**config.mk**
```make
export PLATFORM = sky130hd
export DESIGN_NAME = add_sched
export DESIGN_NICKNAME = d
export VERILOG_FILES = /design/src/rtl/add_sched_pkg.sv /design/src/rtl/add_rr_arbiter.sv /design/src/rtl/add_sched.sv
export SDC_FILE = /design/constraint.sdc
export NUM_CORES = 1
export LEC_CHECK = 0
export CAP_MARGIN = 20
export CORE_MARGIN = 3
export CORE_UTILIZATION = 55
export DETAILED_ROUTE_END_ITERATION = 12
export DONT_BUFFER_PORTS = 1
export GPL_ROUTABILITY_DRIVEN = 0
export GPL_TIMING_DRIVEN = 0
export PLACE_DENSITY_LB_ADDON = 0.1
export SLEW_MARGIN = 20
export SYNTH_ARGS = -nofsm -noshare
export SYNTH_HDL_FRONTEND = slang
export SYNTH_HIERARCHICAL = 1
export SYNTH_SLANG_ARGS = --single-unit
```
**constraint.sdc**
```tcl
create_clock -name clk_i -period 3.6 [get_ports clk_i]
set_input_delay 1.08 -clock clk_i [delete_from_list [all_inputs] [get_ports clk_i]]
set_output_delay 1.08 -clock clk_i [all_outputs]
set_load 0.01 [all_outputs]
```
**src/rtl/add_sched_pkg.sv**
```systemverilog
// add_sched_pkg: shared types and helpers for the adder scheduler.
//   DATA_W_DEF - default operand/result width
//   state_e    - scheduler FSM states
//   tag_t      - in-flight tag {valid, owning requester index}
//   get_slice  - extracts requester r's operand from a packed operand bus
package add_sched_pkg;

  localparam int unsigned DATA_W_DEF = 8;

  // Upper bounds used to size the generic slice helper.
  localparam int unsigned MAX_REQ = 8;
  localparam int unsigned MAX_W   = 32;
  localparam int unsigned PAD_W   = MAX_REQ * MAX_W;

  typedef enum logic [1:0] {
    StIdle  = 2'd0,
    StRun   = 2'd1,
    StDrain = 2'd2,
    StDone  = 2'd3
  } state_e;

  typedef struct packed {
    logic       vld;
    logic [2:0] idx;
  } tag_t;

  // Bus is zero-padded to PAD_W by the caller; width is the real slice width.
  function automatic logic [MAX_W-1:0] get_slice(input logic [PAD_W-1:0] bus,
                                                 input int unsigned width,
                                                 input int unsigned r);
    logic [MAX_W-1:0] s;
    s = '0;
    for (int unsigned i = 0; i < MAX_W; i++) begin
      if ((i < width) && ((r * width + i) < PAD_W)) begin
        s[5'(i)] = bus[8'(r * width + i)];
      end
    end
    return s;
  endfunction

endpackage

```
**src/rtl/add_rr_arbiter.sv**
```systemverilog
// add_rr_arbiter: combinational round-robin arbiter.
//   req   - per-requester request vector
//   prio  - index that holds highest priority this cycle
//   en    - grants are suppressed when low
//   grant - one-hot grant (all zero when nothing granted)
//   idx   - index of the granted requester (0 when nothing granted)
module add_rr_arbiter #(
  parameter int unsigned NUM_REQ = 4
) (
  input  logic [NUM_REQ-1:0] req,
  input  logic [2:0]         prio,
  input  logic               en,
  output logic [NUM_REQ-1:0] grant,
  output logic [2:0]         idx
);

  logic found;

  // Scan offsets from prio upward; the first requesting index wins.
  always_comb begin
    grant = '0;
    idx   = '0;
    found = 1'b0;
    for (int k = 0; k < int'(NUM_REQ); k++) begin
      for (int c = 0; c < int'(NUM_REQ); c++) begin
        if (en && !found && req[c] && (c == ((int'(prio) + k) % int'(NUM_REQ)))) begin
          grant[c] = 1'b1;
          idx      = 3'(c);
          found    = 1'b1;
        end
      end
    end
  end

endmodule

```
**src/rtl/add_sched.sv**
```systemverilog
// add_sched: round-robin scheduler sharing one adder among NUM_REQ requesters.
//   clk_i, reset_i (sync, active-low)
//   start_i, op_count_i          - run control; count latched on an accepted start
//   req_valid_i/req_a_i/req_b_i  - per-requester operand offers (slice r = requester r)
//   req_ready_o                  - per-requester accept (one-hot, RUN only)
//   op_valid_o/op_a_o/op_b_o     - registered issue to the adder
//   res_i                        - adder result, ADD_LAT cycles after op_valid_o
//   rsp_valid_o/rsp_data_o       - registered one-hot result return to the owner
//   busy_o                       - high in RUN and DRAIN
//   done_o                       - one-cycle pulse at run completion
// Optional feature macro ADD_SCHED_STATS_EN adds stat_issue_o (per-requester
// saturating issue counters, cleared on an accepted start).
module add_sched
  import add_sched_pkg::*;
#(
  parameter int unsigned NUM_REQ = 4,
  parameter int unsigned DATA_W  = DATA_W_DEF,
  parameter int unsigned ADD_LAT = 1
) (
  input  logic                      clk_i,
  input  logic                      reset_i,
  input  logic                      start_i,
  input  logic [31:0]               op_count_i,
  input  logic [NUM_REQ-1:0]        req_valid_i,
  input  logic [NUM_REQ*DATA_W-1:0] req_a_i,
  input  logic [NUM_REQ*DATA_W-1:0] req_b_i,
  output logic [NUM_REQ-1:0]        req_ready_o,
  output logic                      op_valid_o,
  output logic [DATA_W-1:0]         op_a_o,
  output logic [DATA_W-1:0]         op_b_o,
  input  logic [DATA_W-1:0]         res_i,
  output logic [NUM_REQ-1:0]        rsp_valid_o,
  output logic [DATA_W-1:0]         rsp_data_o,
  output logic                      busy_o,
  output logic                      done_o
`ifdef ADD_SCHED_STATS_EN
  ,
  output logic [NUM_REQ*32-1:0]     stat_issue_o
`endif
);

  localparam int unsigned TagDepth = ADD_LAT + 1;

  state_e              state_q, state_d;
  logic [31:0]         count_q, issued_q;
  logic [2:0]          prio_q;
  logic [NUM_REQ-1:0]  grant;
  logic [2:0]          gidx;
  logic                xfer;
  logic                start_ok;
  logic                drain_empty;
  tag_t                tag_q [TagDepth];

  logic                op_valid_q;
  logic [DATA_W-1:0]   op_a_q, op_b_q;
  logic [NUM_REQ-1:0]  rsp_valid_q;
  logic [DATA_W-1:0]   rsp_data_q;
  logic                busy_q, done_q;

  logic [PAD_W-1:0]    a_pad, b_pad;
  logic [DATA_W-1:0]   gnt_a, gnt_b;

  add_rr_arbiter #(
    .NUM_REQ(NUM_REQ)
  ) u_arb (
    .req   (req_valid_i),
    .prio  (prio_q),
    .en    (state_q == StRun),
    .grant (grant),
    .idx   (gidx)
  );

  // The arbiter only grants valid requesters, so any grant is a transfer.
  assign xfer        = |grant;
  assign req_ready_o = grant;
  assign start_ok    = (state_q == StIdle) && start_i;

  assign a_pad = PAD_W'(req_a_i);
  assign b_pad = PAD_W'(req_b_i);
  assign gnt_a = DATA_W'(get_slice(a_pad, DATA_W, 32'(gidx)));
  assign gnt_b = DATA_W'(get_slice(b_pad, DATA_W, 32'(gidx)));

  // Tags before the aligned stage are results still to arrive; once those are
  // gone the last result is being captured this cycle.
  always_comb begin
    drain_empty = 1'b1;
    for (int k = 0; k < int'(ADD_LAT); k++) begin
      if (tag_q[k].vld) drain_empty = 1'b0;
    end
  end

  always_comb begin
    state_d = state_q;
    unique case (state_q)
      StIdle:  if (start_i) state_d = (op_count_i == 32'd0) ? StDone : StRun;
      StRun:   if (xfer && ((issued_q + 32'd1) == count_q)) state_d = StDrain;
      StDrain: if (drain_empty) state_d = StDone;
      StDone:  state_d = StIdle;
      default: state_d = StIdle;
    endcase
  end

  always_ff @(posedge clk_i) begin
    if (!reset_i) begin
      state_q     <= StIdle;
      count_q     <= '0;
      issued_q    <= '0;
      prio_q      <= '0;
      op_valid_q  <= 1'b0;
      op_a_q      <= '0;
      op_b_q      <= '0;
      rsp_valid_q <= '0;
      rsp_data_q  <= '0;
      busy_q      <= 1'b0;
      done_q      <= 1'b0;
      for (int k = 0; k < int'(TagDepth); k++) tag_q[k] <= '0;
    end else begin
      state_q <= state_d;
      busy_q  <= (state_d == StRun) || (state_d == StDrain);
      done_q  <= (state_q == StDone);

      if (start_ok) begin
        count_q  <= op_count_i;
        issued_q <= '0;
      end else if (xfer) begin
        issued_q <= issued_q + 32'd1;
      end

      if (xfer) begin
        prio_q <= (gidx == 3'(NUM_REQ - 1)) ? 3'd0 : gidx + 3'd1;
        op_a_q <= gnt_a;
        op_b_q <= gnt_b;
      end
      op_valid_q <= xfer;

      tag_q[0] <= '{vld: xfer, idx: gidx};
      for (int k = 1; k < int'(TagDepth); k++) tag_q[k] <= tag_q[k-1];

      if (tag_q[ADD_LAT].vld) begin
        rsp_valid_q <= NUM_REQ'(1) << tag_q[ADD_LAT].idx;
        rsp_data_q  <= res_i;
      end else begin
        rsp_valid_q <= '0;
      end
    end
  end

  assign op_valid_o  = op_valid_q;
  assign op_a_o      = op_a_q;
  assign op_b_o      = op_b_q;
  assign rsp_valid_o = rsp_valid_q;
  assign rsp_data_o  = rsp_data_q;
  assign busy_o      = busy_q;
  assign done_o      = done_q;

`ifdef ADD_SCHED_STATS_EN
  logic [31:0] stat_q [NUM_REQ];

  always_ff @(posedge clk_i) begin
    if (!reset_i) begin
      for (int r = 0; r < int'(NUM_REQ); r++) stat_q[r] <= '0;
    end else if (start_ok) begin
      for (int r = 0; r < int'(NUM_REQ); r++) stat_q[r] <= '0;
    end else begin
      for (int r = 0; r < int'(NUM_REQ); r++) begin
        if (grant[r] && (stat_q[r] != 32'hFFFF_FFFF)) stat_q[r] <= stat_q[r] + 32'd1;
      end
    end
  end

  for (genvar r = 0; r < int'(NUM_REQ); r++) begin : g_stat
    assign stat_issue_o[r*32 +: 32] = stat_q[r];
  end
`endif

endmodule

```
==> results.sh <==
export IMPL_final_util_pct=60.8
export IMPL_synthCells=664
export IMPL_power_density_mw_per_mm2=395
export IMPL_synth_avg_cell_area_um2=8.82
export IMPL_yosys_warnings=6
export IMPL_multi_input_area_mm2=0.00346
export IMPL_core_mm2=0.0103
export IMPL_critPathRequiredTime_ps=3940
export IMPL_placed_cell_area_mm2=0.00604
export IMPL_fp_dieArea_mm2=0.0119
export IMPL_syn_to_final_growth_pct=7.18
export IMPL_worst_slew_pin_slew_ps=785
export IMPL_clock_path_buffers=2
export IMPL_drt_pass1_iterations=8
export IMPL_grt_pass1_wl_um=23600
export IMPL_final_cell_mix="dfxtp_1 (106), nand2_1 (102), nor2_1 (52)"
export IMPL_fin_area_mm2=0.00627
export IMPL_finClkSkew_ps=5.95
export IMPL_ff_latch_area_mm2=0.00212
export IMPL_min_path_cells=1
export IMPL_finalHoldViolCount=0
export IMPL_rsz0062_at_grt="false"
export IMPL_status="finished, final reports clean"
export IMPL_synth_area_mm2=0.00585
export IMPL_fin_crit_ps=3450
export IMPL_postCtsHoldBufs=0
export IMPL_grtUsageTotal_pct=25.9
export IMPL_drt_initial_drc_count=219
export IMPL_end_kind="flop"
export IMPL_cp_depth=10
export IMPL_final_common_cell="dfxtp_1"
export IMPL_max_freq_mhz=290
export IMPL_critPathSlowestCell="or4_2"
export IMPL_p_leak_nw=2.12
export IMPL_insertion_delay_ps=390
export IMPL_setup_violations=0
export IMPL_postCtsSetupBuffers=0
export IMPL_min_path_type="reg -> reg"
export IMPL_drive_above_1_share_pct=10.9
export IMPL_wl_per_cell_um=18.2
export IMPL_grt_overflow_total=0
export IMPL_drv_cap=0
export IMPL_tritoncts="done"
export IMPL_critPathKind="reg -> reg"
export IMPL_grt_pass1_vias=4882
export IMPL_fill_cells=931
export IMPL_path_cells="ha_1 > buf_4 > nand3_1 > or2_2 > or4_2 > xnor2_1 > or4_1 > a211o_1 > nor4_4 > a31o_1"
export IMPL_irDropWorstVdd_mv=0.288
export IMPL_worst_path_buf_inv=1
export IMPL_fin_crit_sh_pct=95.9
export IMPL_crit_path_max_fanout=8
export IMPL_htree_levels=3
export IMPL_root_buffer="clkbuf_8"
export IMPL_detailed_place_hpwl_um=11700
export IMPL_die_w_um=109
export IMPL_critPathTopFamily="simple AND/OR/NAND/NOR gates"
export IMPL_buffer_ports_inserted=0
export IMPL_vias=4816
export IMPL_nNetsFinal=789
export IMPL_antenna_left=0
export IMPL_viasPerCell=5.89
export IMPL_synth_fp_nets=777
export IMPL_critPathArrivalTime_ps=3790
export IMPL_cts_made_buffers=9
export IMPL_cts_num_sinks=106
export IMPL_grt_start_max_net_pins=22
export IMPL_slowest_delay_ps=600
export IMPL_num_io_pins=146
export IMPL_r2r_cells=10
export IMPL_std_cell_rows=37
export IMPL_clkSlewWorstSetupHoldPaths_ps=110
export IMPL_start_util_pct=56.7
export IMPL_wl_um=14900
export IMPL_slew_violations=0
export IMPL_grt_antenna_before_repair=1
export IMPL_num_antenna_cells=0
export IMPL_die_h_um=109
export IMPL_cp_start_kind="flop"
export IMPL_route_detailed_drc=0
export IMPL_max_slew_margin_pct=47.6
-- power breakdown --
part | internal (mW) | switching, mW
clock | 0.349 | 0.480
sequential | 1.23 | 0.0517
combinational | 0.161 | 0.214
total | 1.74 | 0.746
-- layout make-up --
class | count | share of cell area [%]
Buffer | 46 | 4.31
Clock buffer | 9 | 1.97
Clock inverter | 7 | 1.67
Inverter | 4 | 0.239
Multi-Input combinational cell | 508 | 55.2
Sequential cell | 106 | 33.8
Tap cell | 136 | 2.71
Timing Repair Buffer | 1 | 0.0798
-- final timing paths --
kind                            start                         to  slack, ps
max reg2reg  issued_q[1]$_SDFFE_PP0P_      state_q[1]$_SDFF_PN0_        150
max          issued_q[1]$_SDFFE_PP0P_      state_q[1]$_SDFF_PN0_        150
min            tag_q[0][6]$_SDFF_PN0_  rsp_valid_o[0]$_SDFF_PP0_        450
min reg2reg    tag_q[0][6]$_SDFF_PN0_  rsp_valid_o[0]$_SDFF_PP0_        450
-- routing by layer --
layer  track usage (%)  share of wire (%)  wire, um
met1              29.8                 39      5750
met2              43.9                 50      7480
met3              6.87                7.1      1050
met4              13.7                3.9       582
met5                 0                  0         0
-- flip-flops by register name (all words and copies together) (netlist names) --
register / count
count_q: 32
issued_q: 32
op_a_o: 8
op_b_o: 8
rsp_data_o: 8
tag_q: 8
rsp_valid_o: 4
prio_q: 2
state_q: 2
busy_o: 1
done_o: 1
-- timing repair --
action,in CTS,in global routing
endpoints found under the hold margin,0,0
setup endpoints to repair,0,10
gates resized for setup,0,3
-- stage by stage --
stage	setup WS (ps)	TNS (ps)	instances	hold slack [ps]	power, mW
global placement	-641	-15260	800	423	1.66
global route	28.7	0	817	449	2.59
floorplan	192	0	664	399	1.58
detailed placement	-122	-866	801	414	1.67
finish	149	0	817	446	2.48
CTS	154	0	817	431	2.49
Note: power is estimated with default switching activity, not from simulation.
